## src/rtl/score_keeper_if.sv

```systemverilog
// Score keeper bus: goal/new-game pulses from the ball logic toward the
// score keeper, and BCD digits, refresh strobe and winner toward the displays.
interface score_keeper_if;
    logic       point_left;
    logic       point_right;
    logic       new_game;
    logic [3:0] left_tens;
    logic [3:0] left_units;
    logic [3:0] right_tens;
    logic [3:0] right_units;
    logic       update;
    logic       game_over;
    logic [1:0] winner;

    modport master (
        output point_left, point_right, new_game,
        input  left_tens, left_units, right_tens, right_units,
        input  update, game_over, winner
    );

    modport slave (
        input  point_left, point_right, new_game,
        output left_tens, left_units, right_tens, right_units,
        output update, game_over, winner
    );
endinterface

```

## src/rtl/score_keeper.sv

```systemverilog
// Pong score keeper: two-digit BCD scores per player, win detection and a
// display refresh strobe that gives each score change its own rising edge.
module score_keeper #(
    parameter int WIN_SCORE   = 11,
    parameter int UPDATE_HOLD = 4
) (
    input logic           clk,
    input logic           reset,
    score_keeper_if.slave bus
);

    typedef enum logic {PLAY, OVER} game_state_t;
    typedef enum logic [1:0] {R_IDLE, R_GAP, R_HIGH} refresh_state_t;

    localparam logic [3:0] WIN_TENS  = 4'(WIN_SCORE / 10);
    localparam logic [3:0] WIN_UNITS = 4'(WIN_SCORE % 10);
    localparam logic [3:0] HOLD_LOAD = 4'(UPDATE_HOLD - 1);

    game_state_t    game_state;
    refresh_state_t refresh_state;

    logic [3:0] left_tens_q, left_units_q, right_tens_q, right_units_q;
    logic [3:0] left_tens_nx, left_units_nx, right_tens_nx, right_units_nx;
    logic       game_over_q;
    logic [1:0] winner_q;
    logic       update_q;
    logic [3:0] hcnt;
    logic       refresh_req;
    logic       req_consumed;

    logic score_left, score_right, score_changed;
    logic left_wins, right_wins;

    // Units wrap 9 -> 0 with a carry into tens; tens never wraps since the
    // score stops at the winning value.
    function automatic logic [7:0] bcd_inc(input logic [3:0] tens, input logic [3:0] units);
        if (units == 4'd9)
            return {tens + 4'd1, 4'd0};
        else
            return {tens, units + 4'd1};
    endfunction

    assign {left_tens_nx, left_units_nx}   = bcd_inc(left_tens_q, left_units_q);
    assign {right_tens_nx, right_units_nx} = bcd_inc(right_tens_q, right_units_q);

    assign left_wins  = ({left_tens_nx, left_units_nx} == {WIN_TENS, WIN_UNITS});
    assign right_wins = ({right_tens_nx, right_units_nx} == {WIN_TENS, WIN_UNITS});

    // A simultaneous goal for both sides is ambiguous and dropped; new_game wins over goals.
    assign score_left    = !bus.new_game && (game_state == PLAY) && bus.point_left  && !bus.point_right;
    assign score_right   = !bus.new_game && (game_state == PLAY) && bus.point_right && !bus.point_left;
    assign score_changed = bus.new_game || score_left || score_right;

    // Game FSM: scores, winner and game_over all move on the same edge.
    always_ff @(posedge clk or posedge reset) begin
        if (reset) begin
            game_state    <= PLAY;
            left_tens_q   <= 4'd0;
            left_units_q  <= 4'd0;
            right_tens_q  <= 4'd0;
            right_units_q <= 4'd0;
            game_over_q   <= 1'b0;
            winner_q      <= 2'b00;
        end else if (bus.new_game) begin
            game_state    <= PLAY;
            left_tens_q   <= 4'd0;
            left_units_q  <= 4'd0;
            right_tens_q  <= 4'd0;
            right_units_q <= 4'd0;
            game_over_q   <= 1'b0;
            winner_q      <= 2'b00;
        end else if (score_left) begin
            left_tens_q  <= left_tens_nx;
            left_units_q <= left_units_nx;
            if (left_wins) begin
                game_state  <= OVER;
                game_over_q <= 1'b1;
                winner_q    <= 2'b01;
            end
        end else if (score_right) begin
            right_tens_q  <= right_tens_nx;
            right_units_q <= right_units_nx;
            if (right_wins) begin
                game_state  <= OVER;
                game_over_q <= 1'b1;
                winner_q    <= 2'b10;
            end
        end
    end

    // A pending request is taken by the refresh FSM whenever it starts a new pulse or gap.
    assign req_consumed = (refresh_state == R_GAP) ||
                          (refresh_req && (refresh_state == R_IDLE || refresh_state == R_HIGH));

    // Refresh FSM: update rises one cycle after the digits change; a change
    // during a pulse forces a one-cycle gap so the displays see a fresh edge.
    always_ff @(posedge clk or posedge reset) begin
        if (reset) begin
            refresh_state <= R_IDLE;
            refresh_req   <= 1'b0;
            update_q      <= 1'b0;
            hcnt          <= 4'd0;
        end else begin
            refresh_req <= score_changed || (refresh_req && !req_consumed);
            case (refresh_state)
                R_IDLE: begin
                    if (refresh_req) begin
                        refresh_state <= R_HIGH;
                        update_q      <= 1'b1;
                        hcnt          <= HOLD_LOAD;
                    end
                end
                R_HIGH: begin
                    if (refresh_req) begin
                        refresh_state <= R_GAP;
                        update_q      <= 1'b0;
                    end else if (hcnt == 4'd0) begin
                        refresh_state <= R_IDLE;
                        update_q      <= 1'b0;
                    end else begin
                        hcnt <= hcnt - 4'd1;
                    end
                end
                R_GAP: begin
                    refresh_state <= R_HIGH;
                    update_q      <= 1'b1;
                    hcnt          <= HOLD_LOAD;
                end
                default: begin
                    refresh_state <= R_IDLE;
                    update_q      <= 1'b0;
                end
            endcase
        end
    end

    assign bus.left_tens   = left_tens_q;
    assign bus.left_units  = left_units_q;
    assign bus.right_tens  = right_tens_q;
    assign bus.right_units = right_units_q;
    assign bus.game_over   = game_over_q;
    assign bus.winner      = winner_q;
    assign bus.update      = update_q;

endmodule

```

## src/flat_wrapper.sv

```systemverilog
// flat-port wrapper written by rule: the top's interface ports become plain ports
module score_keeper_flat 
#(
    parameter int WIN_SCORE   = 11,
    parameter int UPDATE_HOLD = 4
)
  (clk, reset, bus_point_left, bus_point_right, bus_new_game, bus_left_tens, bus_left_units, bus_right_tens, bus_right_units, bus_update, bus_game_over, bus_winner);
  score_keeper_if bus_i ();
  input logic clk;
  input logic reset;
  input wire logic [$bits(bus_i.point_left)-1:0] bus_point_left;
  input wire logic [$bits(bus_i.point_right)-1:0] bus_point_right;
  input wire logic [$bits(bus_i.new_game)-1:0] bus_new_game;
  output wire logic [$bits(bus_i.left_tens)-1:0] bus_left_tens;
  output wire logic [$bits(bus_i.left_units)-1:0] bus_left_units;
  output wire logic [$bits(bus_i.right_tens)-1:0] bus_right_tens;
  output wire logic [$bits(bus_i.right_units)-1:0] bus_right_units;
  output wire logic [$bits(bus_i.update)-1:0] bus_update;
  output wire logic [$bits(bus_i.game_over)-1:0] bus_game_over;
  output wire logic [$bits(bus_i.winner)-1:0] bus_winner;
  assign bus_i.point_left = bus_point_left;
  assign bus_i.point_right = bus_point_right;
  assign bus_i.new_game = bus_new_game;
  assign bus_left_tens = bus_i.left_tens;
  assign bus_left_units = bus_i.left_units;
  assign bus_right_tens = bus_i.right_tens;
  assign bus_right_units = bus_i.right_units;
  assign bus_update = bus_i.update;
  assign bus_game_over = bus_i.game_over;
  assign bus_winner = bus_i.winner;
  score_keeper #(.WIN_SCORE(WIN_SCORE), .UPDATE_HOLD(UPDATE_HOLD)) u_core (.clk(clk), .reset(reset), .bus(bus_i));
endmodule
```

## config.mk

```make
export PLATFORM = sky130hd
export DESIGN_NAME = score_keeper_flat
export DESIGN_NICKNAME = d
export VERILOG_FILES = /design/src/rtl/score_keeper_if.sv /design/src/rtl/score_keeper.sv /design/src/flat_wrapper.sv
export SDC_FILE = /design/constraint.sdc
export NUM_CORES = 1
export LEC_CHECK = 0
export ABC_AREA = 1
export CAP_MARGIN = 10
export CELL_PAD_IN_SITES_DETAIL_PLACEMENT = 1
export CELL_PAD_IN_SITES_GLOBAL_PLACEMENT = 2
export CORE_ASPECT_RATIO = 1.2
export CORE_MARGIN = 2
export CORE_UTILIZATION = 27
export DETAILED_ROUTE_END_ITERATION = 10
export GPL_TIMING_DRIVEN = 0
export PLACE_DENSITY_LB_ADDON = 0.3
export SETUP_SLACK_MARGIN = 0.2
export SYNTH_ARGS = -nofsm -noshare
export SYNTH_HDL_FRONTEND = slang
export SYNTH_SLANG_ARGS = --single-unit
```

## constraint.sdc

```tcl
create_clock -name clk -period 1.58 [get_ports clk]
set_clock_uncertainty 0.15 [all_clocks]
set_input_delay 0.316 -clock clk [delete_from_list [all_inputs] [get_ports clk]]
set_output_delay 0.316 -clock clk [all_outputs]
set_load 0.01 [all_outputs]
```

==> impl_metrics.json <==
{
  "status": "finished with violations",
  "violations": "negative setup slack",
  "grt_max_degree": 27,
  "ys_ff_latch": 26,
  "use_met1_pct": 20.0,
  "path_buf_inv": 3,
  "hpwl_um": 2690,
  "cts.sinks": 26,
  "wire_per_inst_um": 13.7,
  "design.core.area_sq_um": 5300,
  "ys_warn_count": 0,
  "io_buffers": 24,
  "cap_violations": 0,
  "gp_congestion": 0.718,
  "hp-class": "in -> async",
  "synth_top_area_cell": "dfrtp_1",
  "start_util_pct": 28.2,
  "antenna_found_initial": 0,
  "layout_setup_ws_ns": -0.136,
  "finalWirelength_um": 4580,
  "htreeDepth": 1,
  "relSlewSlack_pct": 58.3,
  "drtAntennaViolNets": 0,
  "finalInstanceArea_sq_um": 2530,
  "hold_slack_ns": 0.312,
  "tightest_slew_ns": 0.624,
  "cp_max_fo": 3,
  "critPathMaxStageDelay_ns": 0.45,
  "setup_viol": 4,
  "gr-usage-all-layers_pct": 15.5,
  "cts_made_buffers": 3,
  "arrival_ns": 1.74,
  "yosys-top-cells-area": "dfrtp_1, nand2_1, inv_1, nand3_1, o21ai_0",
  "rows": 29,
  "grt_use_met2_pct": 28.2,
  "die_x_um": 71.9,
  "synth.avg_cell_area_sq_um": 7.90,
  "slowest_stage": "dfrtp_2",
  "cts_tree": "done",
  "grt_busiest_layer": "met2",
  "drt_iter0_markers": 58,
  "rsz0062_at_grt": "yes",
  "cts_buffer_depth": 2,
  "post-route-min-period_ns": 1.72,
  "synth_cell_types": 27,
  "start_kind": "flop",
  "endpoint_kind": "flop",
  "ir_worst_vdd_v": 0.000473,
  "cts_hold_buf": 0,
  "grt_pass1_vias": 1658,
  "die_y_um": 85.5,
  "syn-cell-area_sq_um": 1490,
  "final_cell_mix": "nand2_1, buf_4, buf_6, inv_1, dfrtp_1",
  "crit_required_ns": 1.60,
  "finalHoldViolCount": 0,
  "antenna_cells": 0,
  "clk_pin_slew_ns": 0.10,
  "via_count": 1558,
  "nNetsFinal": 283,
  "drive_above_1_share_pct": 54.9,
  "power-per-cell-area_nw_per_um2": 758,
  "cp_common_cell": "nand3_2",
  "crit_family": "simple AND/OR/NAND/NOR gates",
  "synthesis.nets": 198,
  "fillers": 623,
  "maxSlewViolCount": 0,
  "clock_latency_ns": 0.27,
  "floorplan.die_area_sq_um": 6150,
  "p_leak_nw": 1.26,
  "grtUsageMet3_pct": 1.19,
  "synth_seq_area_share_pct": 43.6,
  "dpl-instance-area_sq_um": 1810,
  "dr.pass1.iters": 3,
  "path_cells": "buf_6, inv_4, nor2_4, buf_4, nand3_2, nand3_2, nor2_2, nand3_2, nand2_2, nand2_2, nand2_1, nand2_1",
  "root_buffer": "clkbuf_8",
  "crit_type": "reg -> reg",
  "drt-vias-per-instance": 4.65,
  "synthToLayoutAreaGrowth_pct": 69.4,
  "grt_first_pass_wirelength_um": 7660,
  "boundaryPins": 25,
  "pre_cts_slack_ns": -0.552,
  "min_period_over_period_pct": 109,
  "synth_top_area_share_pct": 43.6,
  "grt_overflow": 0,
  "fmax_mhz": 583,
  "drcViolationCount": 0,
  "netlist_instances": 189
}
worst reg2reg max path, cell delays in order (launching register included):
cell	delay, ns
dfrtp_2	0.45
buf_6	0.13
inv_4	0.05
nor2_4	0.04
buf_4	0.13
nand3_2	0.08
nand3_2	0.08
nor2_2	0.12
nand3_2	0.11
nand2_2	0.10
nand2_2	0.07
nand2_1	0.07
nand2_1	0.05
flip-flops by register name, indices dropped and copies added, names as in the netlist:
| register | flops |
|---|---|
| u_core.bus.left_tens | 4 |
| u_core.bus.left_units | 4 |
| u_core.bus.right_tens | 4 |
| u_core.bus.right_units | 4 |
| u_core.bus.update | 1 |
| u_core.bus.winner | 2 |
| u_core.game_state | 1 |
| u_core.hcnt | 4 |
| u_core.refresh_req | 1 |
| u_core.refresh_state | 1 |
repair_timing:
action	in CTS	in global routing
gates resized for setup	131	47
setup endpoints to repair	70	38
endpoints found under the hold margin	0	0
buffers inserted	50	6
gates cloned	0	0
pin swaps	19	25
cell type report:
| class | count | area [sq um] | share of cell area [%] |
|---|---|---|---|
| multi-input cells | 131 | 908 | 35.9 |
| repair buffers | 80 | 686 | 27.1 |
| flip-flops and latches | 26 | 662 | 26.1 |
| inverters | 31 | 135 | 5.34 |
| well taps | 62 | 77.6 | 3.06 |
| clock buffers | 4 | 55.1 | 2.17 |
| plain buffers | 1 | 7.51 | 0.297 |
metal layers:
| layer | up-vias | wire [um] |
|---|---|---|
| met5 | - | 0 |
| met4 | 0 | 21 |
| met3 | 2 | 88 |
| met2 | 14 | 2450 |
| met1 | 760 | 2020 |
| li1 | 782 | - |
cell families (layout without fill, tap and decap cells):
kind of cell,Yosys count,in the layout,synth area share (%)
adder cells (fa/ha/maj),4,4,3.35
AND/OR/NAND/NOR,97,97,32.3
XOR/XNOR,4,4,2.35
flip-flops,26,26,43.6
buffers and inverters,32,116,8.12
AO/OA/AOI/OAI,26,26,10.3
through the flow:
step	setup TNS (ns)	instances	total power [W]	utilization (%)
after floorplan	-0.00698	189	0.00105	-
after global placement	-14.43	275	0.00118	34.2
after detailed placement	-14.96	275	0.00119	34.2
after CTS	-0.153	329	0.00184	45.0
after global routing	-0.920	335	0.00203	47.8
final	-0.452	335	0.00192	47.8
cell usage after synthesis (all sizes together):
cell type and count:
o32ai 1, ha 4, dfrtp 26, nand2 53, a31oi 1, o22ai 3, a32o 1, o21ai 16
a21o 1, nand3 15, xnor2 1, a21oi 3, nor3 1, inv 31, nor2 21, buf 1
nand4 7, xor2 3
where the power goes:
| group | leakage [nW] | switching [W] | total [W] | internal, W |
|---|---|---|---|---|
| clock | 0.0288 | 0.000225 | 0.000448 | 0.000223 |
| combinational | 0.901 | 0.000351 | 0.000659 | 0.000308 |
| sequential | 0.332 | 0.0000720 | 0.000813 | 0.000741 |
| total | 1.26 | 0.000648 | 0.00192 | 0.00127 |
worst paths after layout:
path,startpoint,end,slack [ns],depth (start not counted)
setup / recovery,u_core.bus.right_units[0]$_DFFE_PP0P_,u_core.bus.winner[1]$_DFFE_PP0P_,-0.14,12
hold / removal,reset,u_core.bus.right_tens[2]$_DFFE_PP0P_,0.31,2
setup reg to reg,u_core.bus.right_units[0]$_DFFE_PP0P_,u_core.bus.winner[1]$_DFFE_PP0P_,-0.14,12
hold reg to reg,u_core.bus.winner[1]$_DFFE_PP0P_,u_core.bus.winner[1]$_DFFE_PP0P_,0.35,2
max in group asynchronous,reset,u_core.bus.left_tens[1]$_DFFE_PP0P_,0.58,2
min in group clk,u_core.bus.winner[1]$_DFFE_PP0P_,u_core.bus.winner[1]$_DFFE_PP0P_,0.35,2
No activity file was read; power rests on OpenSTA's default activity.
